[src/rtl/multiport_bram.sv]
// rtl/multiport_bram.sv - multi-port byte-enable RAM with INIT clear and 1/2-cycle read pipeline
// Optional write-collision detection is built when BRAM_COLLISION_CHK_EN is defined.
module multiport_bram #(
  parameter int WIDTH      = 32,
  parameter int DEPTH      = 32,
  parameter int NUM_PORTS  = 2,
  parameter int RD_LATENCY = 1,
  parameter int READ_MODE  = 0,
  localparam int AW        = $clog2(DEPTH),
  localparam int NB        = WIDTH / 8
) (
  input  logic                      clk,
  input  logic                      reset,
  output logic                      ready,
  input  logic [NUM_PORTS-1:0]      en,
  input  logic [NUM_PORTS-1:0]      we,
  input  logic [NUM_PORTS*NB-1:0]   be,
  input  logic [NUM_PORTS*AW-1:0]   addr,
  input  logic [NUM_PORTS*WIDTH-1:0] din,
  output logic [NUM_PORTS*WIDTH-1:0] dout,
  output logic [NUM_PORTS-1:0]      dout_valid,
  output logic [NUM_PORTS-1:0]      collision
);

  typedef enum logic {ST_INIT, ST_RUN} state_t;

  state_t           state_q, state_d;
  logic [AW-1:0]    cnt_q, cnt_d;
  logic             init_clr;

  logic [WIDTH-1:0] mem_q [DEPTH];

  logic [AW-1:0]    addr_p [NUM_PORTS];
  logic [NB-1:0]    be_p   [NUM_PORTS];
  logic [WIDTH-1:0] din_p  [NUM_PORTS];
  logic [WIDTH-1:0] rd_d   [NUM_PORTS];
  logic [NUM_PORTS-1:0] in_rng, acc, wr;

  logic [NUM_PORTS*WIDTH-1:0] dout1_q;
  logic [NUM_PORTS-1:0]       vld1_q;

  always_ff @(posedge clk or negedge reset) begin
    if (!reset) begin
      state_q <= ST_INIT;
      cnt_q   <= '0;
    end else begin
      state_q <= state_d;
      cnt_q   <= cnt_d;
    end
  end

  always_comb begin
    state_d  = state_q;
    cnt_d    = cnt_q;
    init_clr = 1'b0;
    case (state_q)
      ST_INIT: begin
        init_clr = 1'b1;
        cnt_d    = cnt_q + AW'(1);
        if (cnt_q == AW'(DEPTH - 1)) begin
          state_d = ST_RUN;
          cnt_d   = '0;
        end
      end
      default: ;
    endcase
  end

  assign ready = (state_q == ST_RUN);

  // Write-first merges only this port's own bytes; other ports' same-cycle writes stay invisible.
  always_comb begin
    for (int p = 0; p < NUM_PORTS; p++) begin
      addr_p[p] = addr[p*AW +: AW];
      be_p[p]   = be[p*NB +: NB];
      din_p[p]  = din[p*WIDTH +: WIDTH];
      in_rng[p] = (int'(addr_p[p]) < DEPTH);
      acc[p]    = ready & en[p];
      wr[p]     = acc[p] & we[p] & in_rng[p];
      rd_d[p]   = in_rng[p] ? mem_q[addr_p[p]] : '0;
      if (READ_MODE == 1 && wr[p]) begin
        for (int b = 0; b < NB; b++) begin
          if (be_p[p][b]) rd_d[p][8*b +: 8] = din_p[p][8*b +: 8];
        end
      end
    end
  end

  // Ports are applied highest first so the lowest-indexed port's byte lands last and wins.
  always_ff @(posedge clk) begin
    if (init_clr) mem_q[cnt_q] <= '0;
    for (int p = NUM_PORTS - 1; p >= 0; p--) begin
      if (wr[p]) begin
        for (int b = 0; b < NB; b++) begin
          if (be_p[p][b]) mem_q[addr_p[p]][8*b +: 8] <= din_p[p][8*b +: 8];
        end
      end
    end
  end

  always_ff @(posedge clk or negedge reset) begin
    if (!reset) begin
      dout1_q <= '0;
      vld1_q  <= '0;
    end else begin
      for (int p = 0; p < NUM_PORTS; p++) begin
        vld1_q[p]                  <= acc[p];
        dout1_q[p*WIDTH +: WIDTH]  <= acc[p] ? rd_d[p] : '0;
      end
    end
  end

  generate
    if (RD_LATENCY == 2) begin : g_lat2
      logic [NUM_PORTS*WIDTH-1:0] dout2_q;
      logic [NUM_PORTS-1:0]       vld2_q;
      always_ff @(posedge clk or negedge reset) begin
        if (!reset) begin
          dout2_q <= '0;
          vld2_q  <= '0;
        end else begin
          dout2_q <= dout1_q;
          vld2_q  <= vld1_q;
        end
      end
      assign dout       = dout2_q;
      assign dout_valid = vld2_q;
    end else begin : g_lat1
      assign dout       = dout1_q;
      assign dout_valid = vld1_q;
    end
  endgenerate

`ifdef BRAM_COLLISION_CHK_EN
  logic [NUM_PORTS-1:0] coll_d, coll_q;

  always_comb begin
    coll_d = '0;
    for (int i = 0; i < NUM_PORTS; i++) begin
      for (int j = 0; j < i; j++) begin
        if (wr[i] && wr[j] && addr_p[i] == addr_p[j] && |(be_p[i] & be_p[j]))
          coll_d[i] = 1'b1;
      end
    end
  end

  always_ff @(posedge clk or negedge reset) begin
    if (!reset) coll_q <= '0;
    else        coll_q <= coll_d;
  end

  assign collision = coll_q;
`else
  assign collision = '0;
`endif

endmodule

[config.mk]
export PLATFORM = sky130hd
export DESIGN_NAME = multiport_bram
export DESIGN_NICKNAME = d
export VERILOG_FILES = /design/src/rtl/multiport_bram.sv
export SDC_FILE = /design/constraint.sdc
export NUM_CORES = 2
export LEC_CHECK = 0
export BUFFER_PORTS_ARGS = -buffer_cell sky130_fd_sc_hd__buf_4
export CORE_ASPECT_RATIO = 1.4
export CORE_MARGIN = 2
export CORE_UTILIZATION = 25
export DETAILED_ROUTE_END_ITERATION = 7
export PLACE_DENSITY = 0.48
export RECOVER_POWER = 25
export SLEW_MARGIN = 20
export SYNTH_ARGS = -nofsm -noshare
export SYNTH_HDL_FRONTEND = slang
export SYNTH_SLANG_ARGS = --single-unit
[constraint.sdc]
create_clock -name clk -period 2.79 [get_ports clk]
set_clock_uncertainty 0.2 [all_clocks]
set_input_delay 0 -clock clk [delete_from_list [all_inputs] [get_ports clk]]
set_output_delay 0 -clock clk [all_outputs]
set_load 0.02 [all_outputs]
==> results_dict.tcl <==
set metrics [dict create \
    drv_slew 0 \
    yosys.area.top_type "edfxtp_1" \
    synth-seq-cells 1096 \
    syn_inst 4932 \
    yosysWarnings 0 \
    slew_headroom 0.0439 \
    critical-path-max-stage-delay_ns 0.99 \
    drt-pass1-iter-count 5 \
    endpoint_kind "register" \
    cp_slowest_cell "a21oi_1" \
    clock_path_buffers 3 \
    antenna_left 0 \
    ys_top_cells_by_area "edfxtp_1 (49%), mux4_2 (17%), o21ai_0 (7.0%)" \
    ir_drop_mv 0.490 \
    syn_area_mm2 0.0630 \
    vias 47300 \
    place_ws_ns -0.119 \
    layout.nets 5369 \
    yosysTopAreaCellShare 0.488 \
    worst_hold_slack_ns 0.0368 \
    period_share 1.00 \
    ioPinCount 157 \
    drive_gt1_frac 0.290 \
    leakagePower_nw 26.3 \
    post_drt_wl_per_cell_um 31.9 \
    setup_ws_ns -0.00564 \
    hp-class "in2reg" \
    dieArea_mm2 0.256 \
    start_util 0.251 \
    dp_hpwl_mm 191 \
    gp_congestion 0.924 \
    synthArstFlopShare 0.0657 \
    min_period_ns 2.80 \
    grt_pass1_vias 46500 \
    grt_max_degree 59 \
    core.rowCount 218 \
    insertion_delay_ns 0.74 \
    floorplan.die.height_um 598 \
    routed_wl_mm 277 \
    synth_ff_type "edfxtp_1" \
    cap_violations 0 \
    powerDensity_mw_per_mm2 504 \
    drt_iter0_drc 5186 \
    setup_viol 2 \
    finalHoldViolCount 0 \
    cts_tree "yes" \
    grt_pass1_wl_mm 380 \
    syn_area_per_cell_um2 12.8 \
    dp_cells 8358 \
    clock_sinks 1096 \
    gr-total-overflow 0 \
    clk_pin_slew_ns 0.07 \
    finalNonFillerCells 8683 \
    rsz0062_at_grt "no" \
    vias_per_cell 5.45 \
    violations "negative setup slack" \
    cts_made_buffers 108 \
    port_buffers 154 \
    crit_chain "and3_2 > a211oi_1 > a21oi_1 > o21bai_1 > buf_4" \
    grt_use_total 0.211 \
    arrival_ns 3.06 \
    critPathLaunchType "register" \
    htree_num_levels 3 \
    fmax_ghz 0.358 \
    core_area_mm2 0.251 \
    die_width_um 428 \
    worstSetupPathType "reg2reg" \
    drc 0 \
    fillers 25300 \
    setup-tns-final_ns -0.0104 \
    seq_area_frac_synth 0.517 \
    tightest_slew_ns 1.43 \
    synth_edf_count 1024 \
    status "finished with violations" \
    crit_required_ns 3.06 \
    antenna_found_initial 25 \
    final_common_cell "edfxtp_1" \
    area_growth_pct 18.7 \
    root_buffer "clkbuf_16" \
    final_cell_mix "edfxtp_1 (1024), nand2_1 (890), o21ai_0 (869), mux4_2 (480), buf_4 (474)" \
    synth_cell_types 66 \
    cp_max_fo 15 \
]
-- sequential cells by signal, indices dropped and copies added (netlist names) --
register and flops:
dout_valid 2, cnt_q 5, dout 64, mem_q 1024, ready 1
-- per-layer routing --
| layer | global-route usage | part of all wire | vias up |
|---|---|---|---|
| met5 | 0 | 0.00047 | - |
| met4 | 0.128 | 0.074 | 20 |
| met3 | 0.0316 | 0.074 | 666 |
| met2 | 0.360 | 0.48 | 2506 |
| met1 | 0.250 | 0.37 | 24200 |
| li1 | - | - | 19900 |
-- worst paths after layout --
check	from	to	slack, ns	depth (start not counted)
setup / recovery	ready	mem_q[13][12]	-0.006	5
hold / removal	be[6]	mem_q[0][17]	0.04	4
setup reg to reg	ready	mem_q[13][12]	-0.006	5
hold reg to reg	ready	cnt_q[0]	0.52	2
max in group asynchronous	reset	ready	0.31	4
min in group asynchronous	reset	dout[21]	0.89	4
-- worst max-delay path: cells and delay by family, from the launching register on --
family / cells / cell delay [ns]
AO/OA/AOI/OAI: 3 / 1.27
flip-flops: 1 / 0.40
AND/OR/NAND/NOR: 1 / 0.39
buffers and inverters: 1 / 0.25
-- cells in the mapped netlist (15+ instances only) --
cell type and count:
mux4_2 480, mux2_2 187, buf_2 182, buf_4 44
nor2_1 26, a31oi_1 68, a221o_1 32, dfrtp_1 72
a22o_1 32, buf_6 23, clkbuf_1 296, o21bai_1 97
and3_1 30, nor3_1 16, mux2i_1 138, nor3_2 66
edfxtp_1 1024, a22oi_1 96, nand2_1 891, a221oi_1 64
o21ai_0 877, nor3_4 15
-- final cells by class --
class,count,area (um^2),share of cell area
clock inverter,69,673,0.00901
antenna,11,27.5,0.000368
inverter,6,27.5,0.000368
multi-input combinational,3276,27800,0.372
sequential,1096,32600,0.435
clock buffer,134,2960,0.0396
timing repair buffer,791,6550,0.0877
tap,3300,4130,0.0552
-- per-stage QoR --
step	cell area [um^2]	total power, W	utilization
6_report	74700	0.0377	0.298
5_1_grt	74700	0.0385	0.298
4_1_cts	75300	0.0379	0.300
3_5_place_dp	70600	0.0223	0.281
3_3_place_gp	70600	0.0223	0.281
2_1_floorplan	63000	0.0204	-
-- kinds of logic (layout without fill, tap and decap cells) --
logic type	after synthesis	count (layout)	synth area share
muxes	815	815	0.229
other	1	13	0.0000595
buffers and inverters	561	1000	0.0424
DFF	1096	1096	0.517
and+or+nand+nor	1134	1134	0.0866
AOI/OAI and AO/OA	1323	1323	0.125
adders and majority gates	2	2	0.000397
-- what timing repair did --
action,CTS,global route
buffers inserted,0,3
hold buffers,107,0
resized for setup,1,19
pin swaps,0,2
setup endpoints to repair,8,47
gates cloned,0,1
endpoints found under the hold margin,1339,0
-- power by group --
part / total [W] / leakage, nW / switching, W / internal, W
registers: 0.0180 / 12.2 / 0.0000459 / 0.0180
logic: 0.00406 / 12.4 / 0.00269 / 0.00136
clock network: 0.0156 / 1.75 / 0.00705 / 0.00856
Note: power is estimated with default switching activity, not from simulation.
